===== src/rtl/gfb_pkg.sv =====
// Shared GFB definitions: the command encodings used by the GFB master and
// slave, the command arbiter's state encoding, and operand widths.
package gfb_pkg;

    localparam int GFB_AW = 10;
    localparam int GFB_DW = 10;
    localparam int GFB_CW = 10;

    typedef enum logic [2:0] {
        GFB_IDLE       = 3'd0,
        GFB_READ       = 3'd1,
        GFB_WRITE      = 3'd2,
        GFB_ROW_WRITE  = 3'd3,
        GFB_ERASE      = 3'd4,
        GFB_MASS_ERASE = 3'd5
    } gfb_cmd_e;

    typedef enum logic [2:0] {
        S_IDLE      = 3'd0,
        S_ISSUE     = 3'd1,
        S_WAIT_LOW  = 3'd2,
        S_WAIT_HIGH = 3'd3,
        S_RESP      = 3'd4
    } arb_state_e;

    // Only READ..MASS_ERASE are sent to the master; anything else is
    // answered locally.
    function automatic logic cmd_is_valid(input logic [2:0] cmd);
        return (cmd != 3'(GFB_IDLE)) && (cmd <= 3'(GFB_MASS_ERASE));
    endfunction

endpackage


===== src/rtl/gfb_rr_arb2.sv =====
// Two-way round-robin grant.
//   PCLK, RESET_pclk : clock, synchronous active-high reset
//   req[1:0]         : pending requests
//   ptr_update       : pulse when the granted command has completed
//   last_gnt         : requester that was just served
//   gnt_valid        : some request is pending
//   gnt_idx          : requester to grant this cycle
module gfb_rr_arb2 (
    input  logic       PCLK,
    input  logic       RESET_pclk,
    input  logic [1:0] req,
    input  logic       ptr_update,
    input  logic       last_gnt,
    output logic       gnt_valid,
    output logic       gnt_idx
);

    logic ptr_q;

    always_ff @(posedge PCLK) begin
        if (RESET_pclk) begin
            ptr_q <= 1'b0;
        end else if (ptr_update) begin
            ptr_q <= ~last_gnt;
        end
    end

    // The pointer only decides ties; a lone request always wins.
    always_comb begin
        gnt_valid = |req;
        gnt_idx   = ptr_q;
        if (req == 2'b01) begin
            gnt_idx = 1'b0;
        end else if (req == 2'b10) begin
            gnt_idx = 1'b1;
        end
    end

endmodule


===== src/rtl/gfb_cmd_arbiter.sv =====
// Arbitrates two command requesters onto a single GFB master, one command
// in flight at a time, with a wait timeout and per-command abort.
//   PCLK, RESET_pclk                 : clock, synchronous active-high reset
//   reqN_valid/cmd/addr/wdata/abort  : requester N command inputs
//   reqN_accept                      : pulse, command latched
//   reqN_done/rdata/resp             : pulse with completion data
//   CMD/ADDR/WDATA/ABORT             : to the GFB master
//   READY_pclk/RDATA_pclk/RESP_pclk  : from the GFB master
//   timeout_err                      : pulse when the master wait expires
//
// state       | meaning
// S_IDLE      | waiting for READY and a pending request
// S_ISSUE     | command latched; present it or answer it locally
// S_WAIT_LOW  | waiting for the master to drop READY
// S_WAIT_HIGH | waiting for READY to return with the result
// S_RESP      | done pulse to the granted requester
module gfb_cmd_arbiter
    import gfb_pkg::*;
#(
    parameter int TIMEOUT_CYCLES = 1023
) (
    input  logic        PCLK,
    input  logic        RESET_pclk,
    input  logic        req0_valid,
    input  logic [2:0]  req0_cmd,
    input  logic [9:0]  req0_addr,
    input  logic [9:0]  req0_wdata,
    input  logic        req0_abort,
    output logic        req0_accept,
    output logic        req0_done,
    output logic [9:0]  req0_rdata,
    output logic        req0_resp,
    input  logic        req1_valid,
    input  logic [2:0]  req1_cmd,
    input  logic [9:0]  req1_addr,
    input  logic [9:0]  req1_wdata,
    input  logic        req1_abort,
    output logic        req1_accept,
    output logic        req1_done,
    output logic [9:0]  req1_rdata,
    output logic        req1_resp,
    output logic [2:0]  CMD,
    output logic [9:0]  ADDR,
    output logic [9:0]  WDATA,
    output logic        ABORT,
    input  logic        READY_pclk,
    input  logic [9:0]  RDATA_pclk,
    input  logic        RESP_pclk,
    output logic        timeout_err
);

    localparam logic [GFB_CW-1:0] TMO = GFB_CW'(TIMEOUT_CYCLES);

    arb_state_e        state_q, state_d;
    logic              grant_q;
    logic [2:0]        cmd_q;
    logic [GFB_AW-1:0] addr_q;
    logic [GFB_DW-1:0] wdata_q;
    logic [GFB_CW-1:0] cnt_q, cnt_inc;
    logic              abort_used_q;
    logic [GFB_DW-1:0] rsp_rdata_q;
    logic              rsp_resp_q;
    logic [1:0]        accept_q;
    logic [2:0]        cmd_out_q;
    logic [GFB_AW-1:0] addr_out_q;
    logic [GFB_DW-1:0] wdata_out_q;
    logic              abort_out_q;
    logic              tmo_q;

    logic gnt_valid, gnt_idx, ptr_update;
    logic in_wait, own_abort, tmo_hit;
    logic do_grant, do_issue, do_skip, do_capture, do_timeout, do_abort;

    gfb_rr_arb2 u_rr (
        .PCLK       (PCLK),
        .RESET_pclk (RESET_pclk),
        .req        ({req1_valid, req0_valid}),
        .ptr_update (ptr_update),
        .last_gnt   (grant_q),
        .gnt_valid  (gnt_valid),
        .gnt_idx    (gnt_idx)
    );

    assign cnt_inc   = cnt_q + GFB_CW'(1);
    assign in_wait   = (state_q == S_WAIT_LOW) || (state_q == S_WAIT_HIGH);
    assign own_abort = grant_q ? req1_abort : req0_abort;
    // Fires on the wait cycle whose increment reaches the limit.
    assign tmo_hit   = (cnt_q == TMO) || (cnt_inc == TMO);

    always_ff @(posedge PCLK) begin
        if (RESET_pclk) begin
            state_q <= S_IDLE;
        end else begin
            state_q <= state_d;
        end
    end

    always_comb begin
        state_d    = state_q;
        do_grant   = 1'b0;
        do_issue   = 1'b0;
        do_skip    = 1'b0;
        do_capture = 1'b0;
        do_timeout = 1'b0;
        ptr_update = 1'b0;
        case (state_q)
            S_IDLE: begin
                if (READY_pclk && gnt_valid) begin
                    do_grant = 1'b1;
                    state_d  = S_ISSUE;
                end
            end
            S_ISSUE: begin
                if (cmd_is_valid(cmd_q)) begin
                    do_issue = 1'b1;
                    state_d  = S_WAIT_LOW;
                end else begin
                    do_skip = 1'b1;
                    state_d = S_RESP;
                end
            end
            S_WAIT_LOW: begin
                if (tmo_hit) begin
                    do_timeout = 1'b1;
                    state_d    = S_RESP;
                end else if (!READY_pclk) begin
                    state_d = S_WAIT_HIGH;
                end
            end
            S_WAIT_HIGH: begin
                // A completion on the last wait cycle beats the timeout.
                if (READY_pclk) begin
                    do_capture = 1'b1;
                    state_d    = S_RESP;
                end else if (tmo_hit) begin
                    do_timeout = 1'b1;
                    state_d    = S_RESP;
                end
            end
            S_RESP: begin
                ptr_update = 1'b1;
                state_d    = S_IDLE;
            end
            default: state_d = S_IDLE;
        endcase
        do_abort = in_wait && own_abort && !abort_used_q && !do_timeout && !do_capture;
    end

    always_ff @(posedge PCLK) begin
        if (RESET_pclk) begin
            grant_q      <= 1'b0;
            cmd_q        <= '0;
            addr_q       <= '0;
            wdata_q      <= '0;
            cnt_q        <= '0;
            abort_used_q <= 1'b0;
            rsp_rdata_q  <= '0;
            rsp_resp_q   <= 1'b0;
            accept_q     <= '0;
            cmd_out_q    <= '0;
            addr_out_q   <= '0;
            wdata_out_q  <= '0;
            abort_out_q  <= 1'b0;
            tmo_q        <= 1'b0;
        end else begin
            accept_q    <= '0;
            cmd_out_q   <= '0;
            abort_out_q <= 1'b0;
            tmo_q       <= 1'b0;
            if (do_grant) begin
                grant_q  <= gnt_idx;
                cmd_q    <= gnt_idx ? req1_cmd   : req0_cmd;
                addr_q   <= gnt_idx ? req1_addr  : req0_addr;
                wdata_q  <= gnt_idx ? req1_wdata : req0_wdata;
                accept_q <= gnt_idx ? 2'b10 : 2'b01;
            end
            if (do_issue) begin
                cmd_out_q    <= cmd_q;
                addr_out_q   <= addr_q;
                wdata_out_q  <= wdata_q;
                cnt_q        <= '0;
                abort_used_q <= 1'b0;
            end else if (in_wait && (cnt_q != TMO)) begin
                cnt_q <= cnt_inc;
            end
            if (do_skip || do_timeout) begin
                rsp_rdata_q <= '0;
                rsp_resp_q  <= 1'b1;
            end
            if (do_capture) begin
                rsp_rdata_q <= RDATA_pclk;
                rsp_resp_q  <= RESP_pclk;
            end
            if (do_timeout) begin
                abort_out_q <= 1'b1;
                tmo_q       <= 1'b1;
            end
            if (do_abort) begin
                abort_out_q  <= 1'b1;
                abort_used_q <= 1'b1;
            end
        end
    end

    assign req0_accept = accept_q[0];
    assign req1_accept = accept_q[1];
    assign req0_done   = (state_q == S_RESP) && !grant_q;
    assign req1_done   = (state_q == S_RESP) &&  grant_q;
    assign req0_rdata  = req0_done ? rsp_rdata_q : '0;
    assign req1_rdata  = req1_done ? rsp_rdata_q : '0;
    assign req0_resp   = req0_done && rsp_resp_q;
    assign req1_resp   = req1_done && rsp_resp_q;
    assign CMD         = cmd_out_q;
    assign ADDR        = addr_out_q;
    assign WDATA       = wdata_out_q;
    assign ABORT       = abort_out_q;
    assign timeout_err = tmo_q;

endmodule


===== config.mk =====
export PLATFORM = sky130hd
export DESIGN_NAME = gfb_cmd_arbiter
export DESIGN_NICKNAME = d
export VERILOG_FILES = /design/src/rtl/gfb_pkg.sv /design/src/rtl/gfb_rr_arb2.sv /design/src/rtl/gfb_cmd_arbiter.sv
export SDC_FILE = /design/constraint.sdc
export NUM_CORES = 1
export LEC_CHECK = 0
export CORE_MARGIN = 5
export CORE_UTILIZATION = 25
export DETAILED_ROUTE_END_ITERATION = 12
export PLACE_DENSITY = 0.61
export SETUP_SLACK_MARGIN = 0.02
export SLEW_MARGIN = 40
export SYNTH_ARGS = -nofsm -noshare
export SYNTH_HDL_FRONTEND = slang
export SYNTH_SLANG_ARGS = --single-unit

===== constraint.sdc =====
create_clock -name PCLK -period 4.6 [get_ports PCLK]
set_clock_uncertainty 0.2 [all_clocks]
set_input_delay 0.46 -clock PCLK [delete_from_list [all_inputs] [get_ports PCLK]]
set_output_delay 0.46 -clock PCLK [all_outputs]
set_load 0.05 [all_outputs]

==> reports/metrics.csv <==
metric,value,unit
result_of_the_run,"complete, no violations",
antenna_found_initial,0,
synth_cell_type_count,49,
setup_violations,0,
synth_top_area_share,45.5,%
worst_slew_margin_rel,48.6,%
cellPowerDensity,333,nW/um^2
tritoncts.num_buffers,9,
design_power_total,1.66,mW
mappedNetlistArea,3390,um^2
avgRoutedWirePerCell,13.7,um
ys_async_sr_fraction,0,%
ys_ff_latch,77,
gp_congestion,0.720,
yosysSeqAreaShare,45.5,%
post_cts_buffers,0,
syn_area_per_cell,8.93,um^2
insertion_delay,0.34,ns
pin_count_of_the_biggest_net_entering_global_routing,48,
max-cap-violations,0,
layout-drive-gt1-share,6.58,%
fp.dieH,126,um
clkTransAtPathRegs,0.06,ns
rrSetupSlack,2.04,ns
clock_path_buffers,2,
drt_pass1_iterations,4,
wire_length_of_the_first_global_routing_pass,15100,um
yosysTopAreaCell,dfxtp_1,
min_path_cells,2,
criticalPathCategory,reg -> out,
number_of_buffer_cells_added_on_primary_ports,114,
synthMostInstantiatedCell,dfxtp_1,
fill_cells,1355,
final_critical_path_setup_slack,1.36,ns
via_count_of_the_first_global_routing_pass,3064,
postLayoutCellArea,4980,um^2
die_w,126,um
finalWorstPathRequiredPeriod,3.24,ns
timing.final.hold_violations,0,
dr.first_iter.drc_count,90,
num_antenna_cells,0,
arrival_time_of_the_worst_setup_path,2.58,ns
vias_per_std_cell,4.62,
synthTopCellsByArea,"dfxtp_1 46%, mux2i_1 7.4%, nand2_1 6.0%, a211oi_1 5.8%, and2_1 4.4%",
grt.overflow.total,0,
floorplan.initialDensity,25.6,%
min-delay-start,wdata_q[7],
total_negative_setup_slack,0,ns
synthesis.yosys.warnings,0,
global_route.usage.total,11.6,%
synth-main-ff-cell,dfxtp_1,
synth-edff-count,0,
cp_data_required_time,3.94,ns
worstHoldPathType,reg -> reg,
placed_area,4680,um^2
wirelength,9050,um
core.rowCount,42,
r2r_start,cnt_q[0],
placeable_core_region,13200,um^2
area_growth_syn_to_layout,47.2,%
nets,548,
irDropWorstVdd,0.000163,V
worstMarginPinSlew,0.771,ns
max_freq,309,MHz
clock_tree.root_cell,clkbuf_16,
design.portCount,115,
syn_nets,445,
synthesis.instances,379,
vias,3058,
die-area,16000,um^2
h-tree-depth,3,
post_drt_antenna_nets,0,
worstSetupStartpointType,flip-flop,
cts_tree,yes,
hold_path_end,WDATA[7],
hold_buffers,0,
detail_placement_hpwl,6660,um
rsz0062_at_grt,false,
cts_repair_resize_count,0,
finalMaxSlewViolations,0,
worst_reg_to_reg_cells,7,
synth_commonest_cells,"77 x dfxtp_1, 54 x nand2_1, 40 x nor2_1",
cts.sinks,77,
post-route-drc-count,0,
largest_fanout_of_any_net_on_the_critical_path,12,
cellLeakagePower,1.73,nW
pre_cts_slack,1.73,ns
crit_path_end_kind,primary output,
post-route-period-util,70.4,%
crit-reg2reg-capture,cnt_q[6],
-- power by group --
part	internal [mW]	switching (mW)	leakage [nW]
combinational	0.0981	0.103	0.956
sequential	0.696	0.0203	0.626
clock	0.472	0.271	0.150
total	1.27	0.394	1.73
-- kinds of logic after synthesis --
logic type / Yosys count / share of synthesized area, %
buffers and inverters: 29 / 3.40
AOI/OAI and AO/OA: 76 / 16.1
xor gates and xnor gates: 8 / 2.07
muxes: 25 / 7.39
adders and majority gates: 3 / 1.03
and+or+nand+nor: 161 / 24.4
DFF: 77 / 45.5
-- state kept, by name, summed over array words and instances, names as in the netlist --
| signal | count |
|---|---|
| cmd_q | 3 |
| grant_q | 1 |
| timeout_err | 1 |
| rsp_rdata_q | 10 |
| ABORT | 1 |
| CMD | 3 |
| u_rr.ptr_q | 1 |
| rsp_resp_q | 1 |
| state_q | 3 |
| cnt_q | 10 |
| wdata_q | 10 |
| addr_q | 10 |
| abort_used_q | 1 |
| WDATA | 10 |
| ADDR | 10 |
| accept_q | 2 |
-- worst max path at each step --
stage / from / slack (ns) / end
after floorplan: state_q[1] / 2.15 / req1_rdata[1]
final: state_q[1] / 1.36 / req0_rdata[5]
after detailed placement: state_q[1] / 1.73 / req0_rdata[5]
after CTS: state_q[1] / 1.35 / req0_rdata[5]
after global routing: state_q[1] / 1.17 / req0_rdata[5]
after global placement: state_q[1] / 1.85 / req0_rdata[5]
-- cell usage in the layout, fill, tap and decap left out, types with 2 or more instances in the layout --
cell type and count:
nand2b_1 2, nand3_1 3, nor2_1 40, xnor2_1 2
nand3b_1 2, and2_1 24, nor4_2 3, mux2i_1 25
dfxtp_1 77, clkdlybuf4s50_1 113, and3_1 3, nor2b_1 4
a21oi_1 25, nor3b_1 4, bufinv_16 2, o21a_1 2
inv_1 4, nand2_1 54, a211oi_1 26, o22ai_1 2
clkbuf_1 2, buf_4 3, nand4_1 2, nor3_1 6
and3b_1 2, a22o_1 10, o21ai_0 2, clkbuf_16 9
ha_1 2, xor2_1 6
-- per-layer routing --
layer	vias to the layer above	global-route usage [%]	share of wire (%)
met2	96	19.2	48
met5	-	0	0
met3	16	3.53	6.5
met1	1411	13.9	44
li1	1535	-	-
met4	0	5.17	2.4
-- cell type report --
type	instances	area, um^2	area share, %
timing repair buffer	117	1160	23.2
clock buffer	11	233	4.67
multi-input combinational	273	1740	35.0
inverter	4	15.0	0.301
sequential	77	1540	30.9
tap	176	220	4.42
clock inverter	4	73.8	1.48
-- per-stage QoR --
stage               utilization, %  cells  hold slack, ns
floorplan                        -    379           0.232
global placement              35.3    647           0.237
detailed placement            35.3    647           0.244
CTS                           37.6    662           0.253
global route                  37.6    662           0.276
finish                        37.6    662           0.255
-- critical path, stage by stage, from the launching register on --
cell and delay, ns:
dfxtp_1 0.37, nor2_1 0.19, nand2_1 0.07, nor2_1 0.54, and2_1 0.23, clkdlybuf4s50_1 0.84
Power figures use the tool's default switching activity.
==> RTL edit: new RTL, config.mk and constraints unchanged <==
The package constant `GFB_CW` goes from 10 to 5.
--- a/src/rtl/gfb_pkg.sv
+++ b/src/rtl/gfb_pkg.sv
@@ -4,7 +4,7 @@
 
     localparam int GFB_AW = 10;
     localparam int GFB_DW = 10;
-    localparam int GFB_CW = 10;
+    localparam int GFB_CW = 5;
 
     typedef enum logic [2:0] {
         GFB_IDLE       = 3'd0,
Formal check against the unedited RTL: no difference found for any inputs over 10 cycles, from zero or initial values and one cycle with RESET_pclk high; that may be too few to reach the edited logic, so the function may still have changed.
==> RTL edit against the original RTL <==
  * Sequential power shrank 5.9%
  * Synthesized area decreased by 16%
  * Register-to-register slack better by 0.31 ns
  * Routed wire length fell by 11%
  * Design area shrank 11%
  * Total power shrank 6.6%
  * Global-route usage about the same
  * Clock power shrank 7.3%
  * Sequential share of layout area up 1.7 points
  * Sequential cell count is 5 lower
  * Setup slack gained 0.13 ns
==> RTL edit: results (changes against the original RTL) <==
Critical Path Sink -> req0_rdata[8]
R2R depth -> 6 (-1)
GRT Overall Usage -> 0.1155 (-0.0004756)
Critical Path Max Stage Delay -> 0.80 ns (-0.04 ns)
Slew Viols, Final -> 0 (unchanged)
Leading cell types by total area after synthesis -> dfxtp_1, a222oi_1, nand2_1, and2_1, a21oi_1
Leak -> 1.748 nW (+0.96%)
Post-Syn Nets -> 368 (-17%)
M3 GR Usage -> 0.03290 (-0.002404)
Sequential-to-total area share from yosys stat -> 0.5039 (+0.04865)
Post-placement cell area -> 4126 um^2 (-12%)
Most instantiated cells after synthesis -> dfxtp_1, nand2_1, inv_1
WL met1 -> 3461 um (-12%)
Status -> completed
Clock latency on the worst-skew pair -> 0.32 ns (-0.02 ns)
Initial DRC Count -> 240 (+170%)
Synth cell types -> 40 (-18%)
Asr flop ratio synth -> 0 (unchanged)
Worst VDD drop -> 0.1673 mV (+2.8%)
First-pass GRT wire length -> 12530 um (-17%)
Average wire per standard cell -> 14.30 um (+4.7%)
Largest net degree at the start of global routing -> 34 (-29%)
Synth Warn # -> 0 (unchanged)
Placer congestion estimate -> 0.7391 (+2.7%)
# nets final -> 481 (-12%)
Post-synth EDFFs -> 0 (unchanged)
GRT met1 Usage -> 0.1433 (+0.004744)
Start point of the critical path -> state_q[0]
Met3 wire length -> 598 um (+2.4%)
Worst r2r src -> cnt_q[0]
Largest fanout on the critical path -> 12 (unchanged)
Critical Path AT -> 2.45 ns (-0.13 ns)
Worst R2R End -> rsp_rdata_q[6]
Tightest Hold Check Type -> reg2reg
FILL cells -> 1151 (-15%)
Via count -> 2611 (-15%)
# diodes -> 0 (unchanged)
Post-DP HPWL -> 5828 um (-12%)
Rel. slew slack -> 0.5899 (+0.1040)
Cts bufs inserted -> 9 (unchanged)
Critical path's slowest cell -> clkdlybuf4s50_1
Reg-to-reg slack, setup -> 2.35 ns (+0.31 ns)
Met2 GRT Util -> 0.1953 (+0.003206)
CTS root buffer -> clkbuf_16
Met2 wire length -> 3906 um (-9.2%)
Layout cells sized above 1 -> 0.08353 (+0.01769)
Clk slew on worst S/H paths -> 0.06 ns (about the same)
Kind of cell adding the most delay to the critical path -> simple AND/OR/NAND/NOR gates
Initial DRT Pass Iterations -> 6 (+2)
Ys flop type -> dfxtp_1
Seq group -> 0.675 mW (-5.9%)
Setup bufs post-CTS -> 0 (unchanged)
Largest buffer count on any clock path -> 2 (unchanged)
Internal -> 1.168 mW (-7.8%)
# H-tree levels -> 3 (unchanged)
Clock power frac -> 0.444 (-0.003)
-- RTL edit: worst min path at each step --
stage                    start       end  slack [ns]  depth (start not counted)
floorplan           wdata_q[0]  WDATA[0]        0.23                          2
global placement     addr_q[5]   ADDR[5]        0.24                          2
detailed placement   addr_q[6]   ADDR[6]        0.25                          2
CTS                  addr_q[5]   ADDR[5]        0.26                          2
global route         addr_q[1]   ADDR[1]        0.27                          2
finish                WDATA[9]  WDATA[9]        0.25                          2
-- RTL edit: final cells by class --
cell class              instances  area, um^2  area share
multi-input cells             188        1241      0.2806
flip-flops and latches         72        1441      0.3259
inverters                      25       93.84     0.02122
clock inverters                 6       67.56     0.01528
repair buffers                118        1171      0.2648
clock buffers                  10       229.0     0.05177
well taps                     143       178.9     0.04045
-- RTL edit: worst reg2reg max path: stages, from the launching register on --
cell and delay [ns]:
dfxtp_1 0.35, ha_1 0.25, and3_1 0.19, ha_1 0.26, o21bai_2 0.27, a211oi_4 0.49
a22o_1 0.20
-- RTL edit: kinds of logic (layout without fill, tap and decap cells) --
family / count (synthesis) / count (layout) / share of synthesized area
fa+ha+maj: 3 / 3 / 0.01312
flops: 72 / 72 / 0.5039
compound gates: 75 / 75 / 0.2109
mux: 1 / 1 / 0.003500
xor+xnor: 5 / 5 / 0.01531
simple gates: 104 / 104 / 0.1899
buf+inv: 41 / 159 / 0.06343
-- RTL edit: per-stage QoR --
| step | instances | setup WS (ns) | power (mW) |
|---|---|---|---|
| final | 562 | 1.489 | 1.552 |
| after global routing | 562 | 1.296 | 1.615 |
| after CTS | 562 | 1.460 | 1.574 |
| after detailed placement | 546 | 1.813 | 0.8780 |
| after global placement | 545 | 1.846 | 0.8729 |
| after floorplan | 301 | 2.122 | 0.7857 |
